[config.mk]
export PLATFORM = sky130hd
export DESIGN_NAME = reg_file_sb
export DESIGN_NICKNAME = d
export VERILOG_FILES = /design/src/rtl/cpu_pkg.sv /design/src/rtl/reg_file_sb_scoreboard.sv /design/src/rtl/reg_file_sb.sv
export SDC_FILE = /design/constraint.sdc
export NUM_CORES = 1
export LEC_CHECK = 0
export CORE_MARGIN = 2
export CORE_UTILIZATION = 40
export DETAILED_ROUTE_END_ITERATION = 16
export GPL_TIMING_DRIVEN = 1
export PLACE_DENSITY = 0.61
export SLEW_MARGIN = 20
export SYNTH_ARGS = -nofsm -noshare
export SYNTH_HDL_FRONTEND = slang
export SYNTH_HIERARCHICAL = 1
export SYNTH_SLANG_ARGS = --single-unit
[constraint.sdc]
create_clock -name CLK -period 3.2 [get_ports CLK]
set_input_delay 0.96 -clock CLK [delete_from_list [all_inputs] [get_ports CLK]]
set_output_delay 0.96 -clock CLK [all_outputs]
set_load 0.03 [all_outputs]
[src/rtl/cpu_pkg.sv]
// ----------------------------------------------------------------------------
// cpu_pkg
// Shared CPU-wide defaults for the register file, decode and writeback
// stages: default data/index widths and the register index/data typedefs.
// ----------------------------------------------------------------------------
package cpu_pkg;

    localparam int CPU_DATA_W = 16;
    localparam int CPU_ADDR_W = 3;
    localparam int CPU_DEPTH  = 1 << CPU_ADDR_W;

    typedef logic [CPU_ADDR_W-1:0] reg_id_t;
    typedef logic [CPU_DATA_W-1:0] reg_data_t;

endpackage

[src/rtl/reg_file_sb_scoreboard.sv]
// ----------------------------------------------------------------------------
// reg_scoreboard
// One busy bit per architectural register. A bit is set when decode issues
// an instruction that will write that register and cleared when writeback
// retires the write. Busy outputs for the two read indices are combinational.
//
// Ports:
//   i_clk        clock, state updates on rising edge
//   i_rst_n      asynchronous active-low reset (clears all busy bits)
//   i_wr_en      writeback enable (clear request)
//   i_wr_id      writeback index
//   i_set_en     issue of a producer (set request)
//   i_set_id     producer destination index
//   i_rs_id      read port 1 index
//   i_rt_id      read port 2 index
//   o_rs_busy    busy[rs] after same-cycle retire masking (BYPASS only)
//   o_rt_busy    busy[rt] after same-cycle retire masking (BYPASS only)
//   o_hazard     o_rs_busy | o_rt_busy
//   o_busy_vec   raw scoreboard state
// ----------------------------------------------------------------------------
module reg_scoreboard
    import cpu_pkg::*;
#(
    parameter int ADDR_W   = CPU_ADDR_W,
    parameter bit ZERO_REG = 1'b1,
    parameter bit BYPASS   = 1'b1
) (
    input  logic                   i_clk,
    input  logic                   i_rst_n,
    input  logic                   i_wr_en,
    input  logic [ADDR_W-1:0]      i_wr_id,
    input  logic                   i_set_en,
    input  logic [ADDR_W-1:0]      i_set_id,
    input  logic [ADDR_W-1:0]      i_rs_id,
    input  logic [ADDR_W-1:0]      i_rt_id,
    output logic                   o_rs_busy,
    output logic                   o_rt_busy,
    output logic                   o_hazard,
    output logic [(1<<ADDR_W)-1:0] o_busy_vec
);

    localparam int DEPTH = 1 << ADDR_W;

    logic [DEPTH-1:0] r_busy;
    logic [DEPTH-1:0] w_busy_next;
    logic             w_rs_retire;
    logic             w_rt_retire;

    genvar gi;
    generate
        for (gi = 0; gi < DEPTH; gi++) begin : g_busy
            // The hardwired zero register never has a producer in flight.
            localparam bit IS_ZERO = ZERO_REG && (gi == 0);

            logic w_set;
            logic w_clr;

            assign w_set = !IS_ZERO && i_set_en && (i_set_id == ADDR_W'(gi));
            assign w_clr = i_wr_en && (i_wr_id == ADDR_W'(gi));

            // Set beats clear: a newly issued producer supersedes the one
            // retiring in the same cycle.
            assign w_busy_next[gi] = w_set ? 1'b1 :
                                     w_clr ? 1'b0 : r_busy[gi];
        end
    endgenerate

    always_ff @(posedge i_clk or negedge i_rst_n) begin
        if (!i_rst_n) begin
            r_busy <= '0;
        end else begin
            r_busy <= w_busy_next;
        end
    end

    // With bypass, a retiring write forwards its data this cycle, so the
    // consumer need not stall; without bypass it must wait for the edge.
    assign w_rs_retire = BYPASS && i_wr_en && (i_wr_id == i_rs_id);
    assign w_rt_retire = BYPASS && i_wr_en && (i_wr_id == i_rt_id);

    assign o_rs_busy  = r_busy[i_rs_id] && !w_rs_retire;
    assign o_rt_busy  = r_busy[i_rt_id] && !w_rt_retire;
    assign o_hazard   = o_rs_busy || o_rt_busy;
    assign o_busy_vec = r_busy;

endmodule

[src/rtl/reg_file_sb.sv]
// ----------------------------------------------------------------------------
// reg_file_sb
// Parametrised 2-read / 1-write register file with optional hardwired zero
// register, optional write-to-read bypass and a per-register busy scoreboard
// for RAW hazard detection between decode and writeback.
//
// Ports:
//   CLK          clock, all state updates on rising edge
//   RST_N        asynchronous active-low reset
//   RS_ID/RT_ID  read indices; Reg_RData1/Reg_RData2 combinational read data
//   Reg_Write    writeback enable, Reg_W_ID index, Reg_WData data
//   Busy_Set     issue of a producer for Busy_ID
//   RS_Busy/RT_Busy  pending write on the read index (retire-masked w/ bypass)
//   Hazard       RS_Busy | RT_Busy
//   Busy_Vec     raw scoreboard state
// ----------------------------------------------------------------------------
module reg_file_sb
    import cpu_pkg::*;
#(
    parameter int DATA_W   = CPU_DATA_W,
    parameter int ADDR_W   = CPU_ADDR_W,
    parameter bit ZERO_REG = 1'b1,
    parameter bit BYPASS   = 1'b1
) (
    input  logic                   CLK,
    input  logic                   RST_N,
    input  logic [ADDR_W-1:0]      RS_ID,
    input  logic [ADDR_W-1:0]      RT_ID,
    output logic [DATA_W-1:0]      Reg_RData1,
    output logic [DATA_W-1:0]      Reg_RData2,
    input  logic                   Reg_Write,
    input  logic [ADDR_W-1:0]      Reg_W_ID,
    input  logic [DATA_W-1:0]      Reg_WData,
    input  logic                   Busy_Set,
    input  logic [ADDR_W-1:0]      Busy_ID,
    output logic                   RS_Busy,
    output logic                   RT_Busy,
    output logic                   Hazard,
    output logic [(1<<ADDR_W)-1:0] Busy_Vec
);

    localparam int DEPTH = 1 << ADDR_W;

    logic [DATA_W-1:0] r_regs [DEPTH];
    logic              w_wr_en;
    logic              w_rs_zero;
    logic              w_rt_zero;
    logic              w_rs_fwd;
    logic              w_rt_fwd;

    assign w_rs_zero = ZERO_REG && (RS_ID == '0);
    assign w_rt_zero = ZERO_REG && (RT_ID == '0);

    // Writes to the hardwired zero register are dropped at the array.
    assign w_wr_en = Reg_Write && !(ZERO_REG && (Reg_W_ID == '0));

    always_ff @(posedge CLK or negedge RST_N) begin
        if (!RST_N) begin
            for (int i = 0; i < DEPTH; i++) begin
                r_regs[i] <= '0;
            end
        end else if (w_wr_en) begin
            r_regs[Reg_W_ID] <= Reg_WData;
        end
    end

    assign w_rs_fwd = BYPASS && Reg_Write && (Reg_W_ID == RS_ID);
    assign w_rt_fwd = BYPASS && Reg_Write && (Reg_W_ID == RT_ID);

    // Zero register takes priority over the bypass path.
    always_comb begin
        Reg_RData1 = r_regs[RS_ID];
        if (w_rs_zero) begin
            Reg_RData1 = '0;
        end else if (w_rs_fwd) begin
            Reg_RData1 = Reg_WData;
        end
    end

    always_comb begin
        Reg_RData2 = r_regs[RT_ID];
        if (w_rt_zero) begin
            Reg_RData2 = '0;
        end else if (w_rt_fwd) begin
            Reg_RData2 = Reg_WData;
        end
    end

    reg_scoreboard #(
        .ADDR_W   (ADDR_W),
        .ZERO_REG (ZERO_REG),
        .BYPASS   (BYPASS)
    ) u_scoreboard (
        .i_clk      (CLK),
        .i_rst_n    (RST_N),
        .i_wr_en    (Reg_Write),
        .i_wr_id    (Reg_W_ID),
        .i_set_en   (Busy_Set),
        .i_set_id   (Busy_ID),
        .i_rs_id    (RS_ID),
        .i_rt_id    (RT_ID),
        .o_rs_busy  (RS_Busy),
        .o_rt_busy  (RT_Busy),
        .o_hazard   (Hazard),
        .o_busy_vec (Busy_Vec)
    );

endmodule
==> results of run 1 <==
-- cells by family after synthesis --
kind of cell	synth area share, %
muxes	35.83
buffers and inverters	4.314
DFF	44.46
and+or+nand+nor	6.636
xor gates and xnor gates	1.251
other	0.04935
AOI/OAI and AO/OA	7.459
-- cell type report --
class	count	area, sq um
repair buffers	217	2425
fillers	1374	7137
flip-flops and latches	135	3378
well taps	234	292.8
multi-input cells	403	4782
clock buffers	22	484.2
clock inverters	10	143.9
-- registers in the layout (all words and copies together), names as in the netlist --
name and count:
u_scoreboard/o_busy_vec 7, r_regs 128
-- synth_stat cells, types with 2 or more instances --
cell type | count | area [sq um]
sky130_fd_sc_hd__o21ai_0 | 14 | 70.07
sky130_fd_sc_hd__clkbuf_1 | 24 | 90.09
sky130_fd_sc_hd__buf_4 | 6 | 45.04
sky130_fd_sc_hd__o22ai_1 | 31 | 193.9
sky130_fd_sc_hd__o31ai_1 | 2 | 15.01
sky130_fd_sc_hd__nor3_1 | 31 | 155.2
sky130_fd_sc_hd__xnor2_1 | 5 | 43.79
sky130_fd_sc_hd__nand4b_1 | 3 | 26.28
sky130_fd_sc_hd__nand2b_1 | 8 | 50.05
sky130_fd_sc_hd__mux4_2 | 36 | 810.8
sky130_fd_sc_hd__a211oi_2 | 2 | 25.02
sky130_fd_sc_hd__buf_2 | 31 | 155.2
sky130_fd_sc_hd__a211oi_1 | 30 | 225.2
sky130_fd_sc_hd__nor4bb_1 | 2 | 20.02
sky130_fd_sc_hd__dfrtp_1 | 135 | 3378
sky130_fd_sc_hd__a21oi_1 | 2 | 10.01
sky130_fd_sc_hd__mux2_2 | 112 | 1261
sky130_fd_sc_hd__or2_2 | 2 | 12.51
sky130_fd_sc_hd__nand4_1 | 3 | 18.77
sky130_fd_sc_hd__xor2_1 | 4 | 35.03
sky130_fd_sc_hd__nor2_1 | 33 | 123.9
sky130_fd_sc_hd__nand3_1 | 2 | 10.01
sky130_fd_sc_hd__nand2_1 | 6 | 22.52
sky130_fd_sc_hd__mux2i_1 | 65 | 650.6
sky130_fd_sc_hd__buf_6 | 2 | 22.52
-- layout by cell type (no fill, tap or decap), types with 4 or more instances in the layout --
master                            netlist  layout
sky130_fd_sc_hd__a211oi_2               2      19
sky130_fd_sc_hd__a211oi_4               0      11
sky130_fd_sc_hd__buf_12                 0      31
sky130_fd_sc_hd__buf_16                 0       4
sky130_fd_sc_hd__buf_4                  6     105
sky130_fd_sc_hd__buf_6                  2      39
sky130_fd_sc_hd__buf_8                  1       8
sky130_fd_sc_hd__clkbuf_16              0      17
sky130_fd_sc_hd__clkbuf_8               0       4
sky130_fd_sc_hd__clkdlybuf4s50_1        0      27
sky130_fd_sc_hd__dfrtp_1              135     135
sky130_fd_sc_hd__mux2_2               112     112
sky130_fd_sc_hd__mux2i_1               65      61
sky130_fd_sc_hd__mux4_2                36      36
sky130_fd_sc_hd__nand2_1                6       6
sky130_fd_sc_hd__nand2b_1               8       6
sky130_fd_sc_hd__nor2_1                33      19
sky130_fd_sc_hd__nor2_4                 0      11
sky130_fd_sc_hd__nor3_2                 1      11
sky130_fd_sc_hd__nor3_4                 0      21
sky130_fd_sc_hd__o21ai_0               14      12
sky130_fd_sc_hd__o22ai_1               31      14
sky130_fd_sc_hd__o22ai_2                0      17
-- power groups by stage --
| stage | clock network (mW) | logic [mW] | registers (mW) |
|---|---|---|---|
| final | 2.06 | 2.15 | 2.31 |
| after global routing | 2.17 | 2.27 | 2.35 |
| after CTS | 2.09 | 2.10 | 2.29 |
| after detailed placement | 0 | 1.85 | 2.32 |
| after global placement | 0 | 1.82 | 2.28 |
| after floorplan | 0 | 1.22 | 2.26 |
-- per-layer routing --
metal  wire length [um]  GRT usage [%]
met5                  0              0
met3               1309          5.434
met4                526          7.895
met2              12320          42.11
met1              10570          34.40
-- through the flow --
stage	cells	setup TNS, ps	util, %
floorplan	602	-1424	-
global placement	951	-30940	51.60
detailed placement	951	-31970	51.60
CTS	1018	-5539	60.77
global route	1021	-6020	61.72
finish	1021	-4817	61.72
-- worst paths after layout --
check / startpoint / endpoint / slack, ps / depth (start not counted)
max in group asynchronous: RST_N / r_regs[51]$_DFFE_PN0P_ / 2020 / 2
worst min register to register: r_regs[126]$_DFFE_PN0P_ / r_regs[126]$_DFFE_PN0P_ / 400 / 0
min in group asynchronous: RST_N / r_regs[46]$_DFFE_PN0P_ / 490 / 1
worst min-delay path: r_regs[126]$_DFFE_PN0P_ / r_regs[126]$_DFFE_PN0P_ / 400 / 0
worst max-delay path: Reg_W_ID[2] / Reg_RData2[14] / -290 / 7
worst max register to register: r_regs[48]$_DFFE_PN0P_ / r_regs[48]$_DFFE_PN0P_ / 2390 / 1
-- what timing repair did --
item / CTS / global route
endpoints found under the setup margin: 35 / 35
gates resized for setup: 251 / 39
pin swaps: 41 / 20
setup buffers: 28 / 7
gates cloned: 7 / 0
==> impl_metrics.json, run 1 <==
{
  "design_power_total_mw": 6.525,
  "io_pins": 75,
  "final_nets": 806,
  "yosysWarnings": 6,
  "final_hold_viol_count": 0,
  "power_per_cell_area_mw_per_mm2": 567.1,
  "worst_pin_slew_ps": 503.4,
  "internal_power_mw": 4.502,
  "per_instance_average_area_after_synthesis_sq_um": 12.62,
  "cts_max_path_buffers": 2,
  "worstSetupPathType": "input pin to output port",
  "cts.root.buffer_cell": "sky130_fd_sc_hd__clkbuf_16",
  "clock_latency_ps": 420,
  "aggregate_global_route_resource_usage_pct": 25.65,
  "power.net_switching_mw": 2.023,
  "antenna_cells": 0,
  "worst_hold_path_type": "register to register",
  "core_area_sq_mm": 0.01864,
  "rsz0062_at_grt": "true",
  "placement.setup.worst_slack_ps": -1101,
  "cts_hold_buf": 0,
  "worst_ep_required_time_ps": 2240,
  "crit_family": "simple AND/OR/NAND/NOR gates",
  "die_area_sq_mm": 0.02011,
  "setup.worst_path.start_class": "input pin",
  "worst_path_most_repeated_cell": "sky130_fd_sc_hd__buf_12",
  "synthDistinctLibCells": 36,
  "grt_pass1_vias": 6509,
  "hold-worst-slack_ps": 397.3,
  "cts.clk_slew.worst_paths_ps": 60,
  "final-setup-viol-count": 34,
  "setup_ws_ps": -294.3,
  "syn_area_sq_mm": 0.007599,
  "place.gp.congestion": 0.8852,
  "final_min_period_over_clock_period_pct": 109.2,
  "cpMaxStageDelayCell": "sky130_fd_sc_hd__or4b_4",
  "switching_share_of_power_pct": 31.01,
  "routedWlPerCell_um": 24.22,
  "htree_levels": 4,
  "static-leakage-power_nw": 4.843,
  "die_height_um": 141.8,
  "ys.flop_type": "sky130_fd_sc_hd__dfrtp_1",
  "worstPathCellList": "buf_12 -> xor2_4 -> or4b_4 -> buf_12 -> buf_12 -> a211oi_4 -> buf_6",
  "failing_checks": "setup timing",
  "dpl-instance-area_sq_mm": 0.009619,
  "remaining_drc_errors": 0,
  "run_status": "complete, but fails checks",
  "post_drt_via_cell_ratio": 5.970,
  "floorplan.rows": 50,
  "report.final.slew_viol_count": 0,
  "detail-route-antenna-nets": 0,
  "post_route_cells_drive_above_1_share_pct": 61.75,
  "postSynth.asyncResetShare_pct": 100.0,
  "grt_start_max_net_pins": 56,
  "cap_viol_max_count": 0,
  "cell_count_after_synthesis": 602,
  "setup.worst_path.end_class": "output port",
  "sum_of_routed_wire_length_over_all_layers_um": 24730,
  "fin_crit_ps": 3494,
  "flow.area_growth_from_synthesis_pct": 51.42,
  "first_pass_grt_wire_length_um": 38420,
  "p_clk_share_pct": 31.6,
  "io_buffers": 73,
  "synthesis.nets": 634,
  "start_util_pct": 40.76,
  "power.ir.vdd_worst_v": 0.0004314,
  "detailroute.via_count": 6095,
  "antenna_found_initial": 0,
  "fin_area_sq_mm": 0.01151,
  "number_of_iterations_in_the_first_detailed_routing_pass": 5,
  "floorplan.die.width_um": 141.8,
  "worstPathMaxFanout": 8,
  "max_clock_freq_ghz": 0.2862,
  "gate_power_share_pct": 33.0,
  "synth.yosys.seq_area_share_pct": 44.46,
  "p_seq_share_pct": 35.3,
  "clock_sink_total": 135,
  "hpwl_um": 15980,
  "relSlewSlack_pct": 66.44,
  "fin_worst_skew_ps": 0,
  "globalRoute.totalOverflow": 0,
  "tritoncts": "done",
  "timing.critical_path.buf_inv": 4,
  "crit_arrival_ps": 2530,
  "postSynthRegisterBits": 135,
  "initialDrtViolationCount": 376,
  "synth-edff-count": 0,
  "slowest_delay_ps": 590,
  "tritoncts.num_buffers": 17
}
No activity file was read; power rests on OpenSTA's default activity.
==> run 2: changes to the inputs <==
--- a/config.mk
+++ b/config.mk
@@ -9,8 +9,8 @@
 export CORE_UTILIZATION = 40
 export DETAILED_ROUTE_END_ITERATION = 16
 export GPL_TIMING_DRIVEN = 1
+export HOLD_SLACK_MARGIN = 0.03
 export PLACE_DENSITY = 0.61
-export SLEW_MARGIN = 20
 export SYNTH_ARGS = -nofsm -noshare
 export SYNTH_HDL_FRONTEND = slang
 export SYNTH_HIERARCHICAL = 1
==> results of run 2 <==
Final layout, timing and power as in run 1 (identical DEF).
